File: src/rtl/jtkiwi_shram_pkg.sv
// Shared types for the Kiwi main/sub shared-RAM arbiter.
package jtkiwi_shram_pkg;

  typedef enum logic [1:0] {
    IDLE = 2'd0,
    ACC  = 2'd1,
    ACK  = 2'd2
  } state_t;

  localparam logic OWN_MAIN = 1'b0;
  localparam logic OWN_SUB  = 1'b1;

endpackage

File: src/rtl/jtkiwi_shram_rr.sv
// Two-input round-robin picker: on a collision the requester that was not served last wins.
module jtkiwi_shram_rr
  import jtkiwi_shram_pkg::*;
(
  input  logic req_m,
  input  logic req_s,
  input  logic last,
  output logic gnt_valid,
  output logic gnt_owner
);

  // grant selection
  always_comb begin
    gnt_valid = req_m | req_s;
    gnt_owner = OWN_MAIN;
    if (req_m && req_s) begin
      gnt_owner = (last == OWN_SUB) ? OWN_MAIN : OWN_SUB;
    end else if (req_s) begin
      gnt_owner = OWN_SUB;
    end else begin
      gnt_owner = OWN_MAIN;
    end
  end

endmodule

File: src/rtl/jtkiwi_shram_arb.sv
// Serialises main/sub CPU accesses to the single-port shared RAM (IDLE -> ACC -> ACK),
// with round-robin on collisions and a main-side lock that blocks new sub grants.
module jtkiwi_shram_arb
  import jtkiwi_shram_pkg::*;
#(
  parameter int AW = 13,
  parameter int DW = 8
) (
  input  logic          clk,
  input  logic          rst,
  input  logic          main_cs,
  input  logic [AW-1:0] main_addr,
  input  logic          main_we,
  input  logic [DW-1:0] main_din,
  output logic [DW-1:0] main_dout,
  output logic          main_ok,
  input  logic          sub_cs,
  input  logic [AW-1:0] sub_addr,
  input  logic          sub_we,
  input  logic [DW-1:0] sub_din,
  output logic [DW-1:0] sub_dout,
  output logic          sub_ok,
  output logic          sub_wait,
  input  logic          lock,
  output logic [AW-1:0] ram_addr,
  output logic [DW-1:0] ram_din,
  output logic          ram_we,
  input  logic [DW-1:0] ram_dout
);

  state_t state_r;
  state_t state_next_s;
  logic   owner_r;
  logic   last_r;
  logic   done_m_r;
  logic   done_s_r;
  logic   elig_m_s;
  logic   elig_s_s;
  logic   gnt_valid_s;
  logic   gnt_owner_s;
  logic   grant_s;
  logic   main_ok_next_s;
  logic   sub_ok_next_s;

  // done_x keeps a still-asserted cs from being served twice
  assign elig_m_s = main_cs & ~done_m_r;
  assign elig_s_s = sub_cs & ~done_s_r & ~lock;

  jtkiwi_shram_rr u_rr (
    .req_m     (elig_m_s),
    .req_s     (elig_s_s),
    .last      (last_r),
    .gnt_valid (gnt_valid_s),
    .gnt_owner (gnt_owner_s)
  );

  // next-state and completion decode
  always_comb begin
    state_next_s   = state_r;
    main_ok_next_s = 1'b0;
    sub_ok_next_s  = 1'b0;
    grant_s        = 1'b0;
    case (state_r)
      IDLE: begin
        if (gnt_valid_s) begin
          state_next_s = ACC;
          grant_s      = 1'b1;
        end else begin
          state_next_s = IDLE;
        end
      end
      ACC: state_next_s = ACK;
      ACK: begin
        state_next_s = IDLE;
        if (owner_r == OWN_SUB) begin
          sub_ok_next_s = 1'b1;
        end else begin
          main_ok_next_s = 1'b1;
        end
      end
      default: state_next_s = IDLE;
    endcase
  end

  // FSM state, owner and round-robin history
  always_ff @(posedge clk) begin
    if (rst) begin
      state_r <= IDLE;
      owner_r <= OWN_MAIN;
      last_r  <= OWN_SUB;
    end else begin
      state_r <= state_next_s;
      if (grant_s) owner_r <= gnt_owner_s;
      if (main_ok_next_s) last_r <= OWN_MAIN;
      else if (sub_ok_next_s) last_r <= OWN_SUB;
    end
  end

  // RAM port: address/data latched at grant and held, write enable only during ACC
  always_ff @(posedge clk) begin
    if (rst) begin
      ram_addr <= {AW{1'b0}};
      ram_din  <= {DW{1'b0}};
      ram_we   <= 1'b0;
    end else if (grant_s) begin
      if (gnt_owner_s == OWN_SUB) begin
        ram_addr <= sub_addr;
        ram_din  <= sub_din;
        ram_we   <= sub_we;
      end else begin
        ram_addr <= main_addr;
        ram_din  <= main_din;
        ram_we   <= main_we;
      end
    end else begin
      ram_we <= 1'b0;
    end
  end

  // completion pulses, read data return, done flags and sub stall
  always_ff @(posedge clk) begin
    if (rst) begin
      main_ok   <= 1'b0;
      sub_ok    <= 1'b0;
      main_dout <= {DW{1'b0}};
      sub_dout  <= {DW{1'b0}};
      done_m_r  <= 1'b0;
      done_s_r  <= 1'b0;
      sub_wait  <= 1'b0;
    end else begin
      main_ok  <= main_ok_next_s;
      sub_ok   <= sub_ok_next_s;
      if (main_ok_next_s) main_dout <= ram_dout;
      if (sub_ok_next_s) sub_dout <= ram_dout;
      done_m_r <= main_ok_next_s | (done_m_r & main_cs);
      done_s_r <= sub_ok_next_s | (done_s_r & sub_cs);
      sub_wait <= sub_cs & ~done_s_r & ~sub_ok_next_s;
    end
  end

endmodule

File: config.mk
export PLATFORM = sky130hd
export DESIGN_NAME = jtkiwi_shram_arb
export DESIGN_NICKNAME = d
export VERILOG_FILES = /design/src/rtl/jtkiwi_shram_pkg.sv /design/src/rtl/jtkiwi_shram_rr.sv /design/src/rtl/jtkiwi_shram_arb.sv
export SDC_FILE = /design/constraint.sdc
export NUM_CORES = 1
export LEC_CHECK = 0
export ABC_CLOCK_PERIOD_IN_PS = 1600
export CAP_MARGIN = 10
export CORE_UTILIZATION = 40
export CTS_CLUSTER_SIZE = 12
export DETAILED_ROUTE_END_ITERATION = 6
export GPL_TIMING_DRIVEN = 1
export HOLD_SLACK_MARGIN = 0.12
export MAX_ROUTING_LAYER = met4
export PLACE_DENSITY = 0.8
export REMOVE_ABC_BUFFERS = 1
export SETUP_SLACK_MARGIN = 0.05
export SYNTH_ARGS = -nofsm -noshare
export SYNTH_HDL_FRONTEND = slang
export SYNTH_SLANG_ARGS = --single-unit
File: constraint.sdc
create_clock -name clk -period 1.6 [get_ports clk]
set_input_delay 0.16 -clock clk [delete_from_list [all_inputs] [get_ports clk]]
set_output_delay 0.16 -clock clk [all_outputs]
set_load 0.02 [all_outputs]
Word-level counts from Yosys, hierarchy flattened:

Index checks and enable logic that the tools add are counted.

* register bits: 47
* output and inout bits: 41
* logic and storage cells: 49
* bits of input ports: 57

* equal/unequal tests: 2
* reduce and logical (&&, ||, !) cells: 4
* bitwise logic cells: 14
* muxes and demuxes: 16

Operator list (number)
* two-way mux 1 bit: 13
* two-way mux 13 bit: 1
* two-way mux 8 bit: 1
* AND 1 bit: 6
* inverter 1 bit: 5
* one-hot mux 2 bit (2 select lines): 1
* OR 1 bit: 3
* equality test 2 x 1 -> 1 bit, second input constant: 1
* equality test 2 bit, second input constant: 1
* logical NOT 2 bit: 1
* nonzero test 2 bit: 1
* OR reduction 2 bit: 1
* logical AND 1 bit: 1

Logic depth before layout (Yosys ltp):

* depth in word-level cells: 8
* mapped depth: 6

By module:

From an unflattened synthesis, not the netlist that was laid out.

* cell total of the unflattened synthesis: 182
* area, all modules: 1929.4 µm²

Modules (own cells, without submodules)
* jtkiwi_shram_arb: cells each 180, instances 1, area each 1915.6 µm²
* jtkiwi_shram_rr: cells each 2, instances 1, area each 13.8 µm²

Worst setup path after synthesis:

Ideal clock, no wire load.

* path type: flip-flop to flip-flop
* from: register done_s_r
* to: register ram_addr[11]
* setup time: 0.088 ns
* period minus slack after synthesis: 1.245 ns
* arrival time: 1.157 ns
* setup slack: 0.355 ns
* required time: 1.512 ns
* stages on the path, launching flop included: 7
* cell sequence: dfxtp_1 nor3b_2 and2_1 buf_6 buf_6 nand2_1 a311oi_2

* word-level cells in the longest chain between the ends: 6

Ends and longest elaborated chain
* start, declared: RTL line jtkiwi_shram_arb.sv:36 `logic done_s_r;`
* start signal, assigned: RTL line jtkiwi_shram_arb.sv:136 `done_s_r <= sub_ok_next_s | (done_s_r & sub_cs);`
* inverter 1 bit *: RTL line jtkiwi_shram_arb.sv:47 `assign elig_s_s = sub_cs & ~done_s_r & ~lock;`
* AND 1 bit * (2 in a row): RTL line jtkiwi_shram_arb.sv:47
* two-way mux 1 bit (tied with other cells): RTL line jtkiwi_shram_rr.sv:18 `end else if (req_s) begin`
* two-way mux 1 bit, on equally long branches: RTL line jtkiwi_shram_rr.sv:16, jtkiwi_shram_arb.sv:65
* two-way mux 13 bit / two-way mux 1 bit (equally long branches): RTL line jtkiwi_shram_arb.sv:106, jtkiwi_shram_arb.sv:63
* end signal, assigned: RTL line jtkiwi_shram_arb.sv:102 `ram_addr <= {AW{1'b0}};`
* end signal, assigned: RTL line jtkiwi_shram_arb.sv:107 `ram_addr <= sub_addr;`
* end signal, assigned: RTL line jtkiwi_shram_arb.sv:111 `ram_addr <= main_addr;`
* end, declared: RTL line jtkiwi_shram_arb.sv:25 `output logic [AW-1:0] ram_addr,`

Mark *: on every way between the ends. The rest lies on a longest branch, timed or not.
A chain may end at the register's enable or synchronous reset.

Worst setup path after layout:

* from: register ram_addr[1]
* to: output port ram_addr[1]

No word-level cell between the ends.

==> metrics list <==
- Status: finished, final reports clean
- The number of global-route vias before repair is 1,678.
- Non-filler cells in the finished layout: 368
- The worst pin sits at a relative slew slack of 0.666.
- The slowest stage of the critical path belongs to the cell sky130_fd_sc_hd__clkdlybuf4s50_1.
- Adding up every negative setup slack in the final design gives 0 ns.
- Summed over all nets, the half-perimeter wirelength after detailed placement is 3490 um.
- Share of the cycle needed by the critical path after routing: 0.904
* Worst min-delay path class: input pin to register
- Across the run, the number of max-cap violations was 0.
* Clock root buffer: sky130_fd_sc_hd__clkbuf_8
- STA puts the critical path data required time at 1.44 ns.
- CTS saw 47 sinks.
- Slowest stage delay, CP: 0.62 ns
- For this run, the register share of the synthesized area comes to 0.478.
- Final hold violation count: 0
* Final estimated routing congestion in global placement: 0.753
- Power spread over the standard cell area amounts to 929 nW/um^2.
- Entering global routing, the biggest net connects 28 pins.
- Area of the die: 5210 um^2
* Period minus WS final: 1.45 ns
- Counting along the longest clock path gives a buffer depth of 2.
- The number of buffers and inverters on the critical path is 1.
* Gates resized, CTS repair: 0
* Kind of end point of the critical path: output port
* Critical path peak fanout: 2
- Final-layout worst hold slack: 0.229 ns
- Slew at the pin with the worst max-slew slack: 0.501 ns
- The net count of the finished layout is 357.
* Endpoint of the most critical setup path: ram_addr[1]
- Number of unique standard cell types used by synthesis: 27
- Number of warnings printed during yosys synthesis: 0
- Die Y-Extent: 72.2 um
- Number of buffers created by CTS: 5
- Area inside the core boundary: 4720 um^2
- Kind of cell adding the most delay to the critical path: buffers and inverters
- The die is 72.2 um wide.
* Maximum resistive drop on vdd: 438 uV
- For this configuration, the core starts out at a cell density of 0.417.
- Number of buffers added for setup after CTS: 0
* Yosys reg bits: 47
- Final cell area excluding filler cells: 3160 um^2
* Startpoint-to-endpoint class of the critical path: register to output port
* Setup slack of the worst register-to-register path: 0.22 ns
- STA classifies the critical path startpoint as a register.
- In the routed layout, each cell is associated on average with a via count of 4.81.
* Startpoint of the worst register-to-register path: done_s_r
* Clock input transition at the sequential cells of the worst setup and hold paths: 0.08 ns
* H-tree levels: 2
- Number of placed instances, taps included: 360
- After the first detailed-routing iteration, the DRC count stood at 43.
- After synthesis the cells add up to 1970 um^2.
* Worst setup slack before clock tree synthesis: -0.124 ns
- Maximum operating frequency: 0.691 GHz
- Final Setup Violations: 0
* Reg-to-reg endpoint: ram_din[1]
* Worst-Skew Late Latency: 0.30 ns
- DRC Markers: 0
- Wirelength, routed: 4670 um
* Final core utilization: 0.669
- The max-slew violation count was 0.
* Number of nets with antenna violations after detailed routing: 0
- Wire length of the first global-routing pass: 7760 um
- TritonCTS built the clock tree.
- R2R cell count: 5
* Setup repair after global routing missed its margin: no
* Crit-path cells: clkdlybuf4s50_1
* Area of placed instances: 3040 um^2
- Synthesized instance count: 197
* Worst-case setup margin in the final layout: 0.153 ns
* Post-Synthesis Mean Instance Area: 10.0 um^2
* Crit path launch: ram_addr[1]
- Summed over all layers, the global routing overflow is 0.
* Average wire per cell in the routed design: 12.7 um
- IO Port Bufs: 97
- Number of cells on the critical path: 1
- Total power for the finished layout comes to 2.93 mW.
* Initial antenna violation count: 0
* Post-synth top area cell: sky130_fd_sc_hd__dfxtp_1
- Clock skew on the completed layout was measured at 0.00432 ns.
* Vias post-DR: 1,770
- The first TritonRoute pass finished after 4 iterations.
- Synth top area share: 0.478
- P_leak: 1.19 nW
* Fraction of layout instances using a drive strength above 1: 0.189
* Data arrival time of the critical path: 1.29 ns
* Diode insertion count for antenna repair: 0
* Number of top-level pins: 98
- Global-route usage over all layers: 0.195
- Area grow syn2layout: 60.4%
- CTS Hold Bufs: 0
- By area the synthesized netlist is led by sky130_fd_sc_hd__dfxtp_1 48%, sky130_fd_sc_hd__a311oi_2 14%, sky130_fd_sc_hd__nand2_1 8.8%, sky130_fd_sc_hd__mux2i_1 4.6%, sky130_fd_sc_hd__nor2_1 4.2%.
- The initialized floorplan defines 25 standard-cell rows.
[synth_stat cells]
| library cell | n |
|---|---|
| sky130_fd_sc_hd__a21oi_1 | 2 |
| sky130_fd_sc_hd__nor3b_2 | 1 |
| sky130_fd_sc_hd__o21ai_0 | 1 |
| sky130_fd_sc_hd__a311oi_2 | 18 |
| sky130_fd_sc_hd__mux2i_1 | 9 |
| sky130_fd_sc_hd__nand3b_1 | 1 |
| sky130_fd_sc_hd__and2_1 | 1 |
| sky130_fd_sc_hd__nor3b_1 | 1 |
| sky130_fd_sc_hd__buf_4 | 2 |
| sky130_fd_sc_hd__nor2b_1 | 4 |
| sky130_fd_sc_hd__nor2_2 | 11 |
| sky130_fd_sc_hd__a21boi_0 | 1 |
| sky130_fd_sc_hd__buf_2 | 2 |
| sky130_fd_sc_hd__o21a_1 | 1 |
| sky130_fd_sc_hd__nand2_2 | 1 |
| sky130_fd_sc_hd__a21oi_2 | 1 |
| sky130_fd_sc_hd__and3b_2 | 1 |
| sky130_fd_sc_hd__nand2_1 | 46 |
| sky130_fd_sc_hd__a311oi_1 | 3 |
| sky130_fd_sc_hd__a22o_1 | 8 |
| sky130_fd_sc_hd__buf_8 | 1 |
| sky130_fd_sc_hd__inv_1 | 1 |
| sky130_fd_sc_hd__dfxtp_1 | 47 |
| sky130_fd_sc_hd__and2b_1 | 1 |
| sky130_fd_sc_hd__buf_6 | 6 |
| sky130_fd_sc_hd__nor2_1 | 22 |
| sky130_fd_sc_hd__clkbuf_1 | 4 |
[placed cells by master (no fill, tap or decap), types with 2 or more instances in the layout]
cell	instances
sky130_fd_sc_hd__nand2_1	46
sky130_fd_sc_hd__a311oi_2	18
sky130_fd_sc_hd__dfxtp_1	47
sky130_fd_sc_hd__nor2b_1	4
sky130_fd_sc_hd__a22o_1	8
sky130_fd_sc_hd__a311oi_1	3
sky130_fd_sc_hd__clkbuf_8	6
sky130_fd_sc_hd__buf_4	11
sky130_fd_sc_hd__nor2_2	11
sky130_fd_sc_hd__a21oi_1	2
sky130_fd_sc_hd__buf_12	3
sky130_fd_sc_hd__mux2i_1	9
sky130_fd_sc_hd__clkdlybuf4s50_1	96
sky130_fd_sc_hd__nor2_1	22
[report_power, final]
group	leakage, nW	switching [mW]	internal, mW	total (mW)
Clock	0.0612	0.384	0.505	0.890
Combinational	0.743	0.341	0.407	0.747
Sequential	0.385	0.0454	1.25	1.30
[per-layer routing]
| metal | up-vias | wire length (um) | global-route usage |
|---|---|---|---|
| met5 | - | 0 | - |
| met4 | 0 | 44 | 0.0458 |
| met3 | 5 | 390 | 0.0597 |
| met2 | 75 | 2240 | 0.316 |
| met1 | 809 | 2000 | 0.237 |
| li1 | 881 | - | - |
[cell families (layout without fill, tap and decap cells)]
kind of cell           Yosys count  after routing  share of synthesized area
AOI/OAI and AO/OA               35             35                      0.206
DFF                             47             47                      0.478
muxes                            9              9                     0.0457
and+or+nand+nor                 90             90                      0.206
buffers and inverters           16            120                     0.0642
[sequential cells by signal, indices dropped and copies added (netlist names)]
register	cells
last_r	1
done_m_r	1
sub_dout	8
main_ok	1
ram_we	1
done_s_r	1
state_r	2
main_dout	8
ram_din	8
ram_addr	13
sub_wait	1
sub_ok	1
owner_r	1
[final cells by class]
cell class | count | area, um^2
well taps | 67 | 83.8
flip-flops and latches | 47 | 941
repair buffers | 111 | 1110
clock buffers | 6 | 82.6
multi-input cells | 134 | 903
clock inverters | 2 | 35.0
inverters | 1 | 3.75
fillers | 395 | 1570
[how the worst min path moves through the flow]
stage / startpoint / endpoint / slack (ns) / depth (start not counted)
floorplan: rst / ram_addr[0] / 0.23 / 1
finish: rst / owner_r / 0.23 / 2
global route: rst / owner_r / 0.23 / 2
detailed placement: state_r[1] / state_r[1] / 0.43 / 1
global placement: state_r[1] / state_r[1] / 0.43 / 1
CTS: rst / owner_r / 0.22 / 2
(Power assumes the default switching activity.)
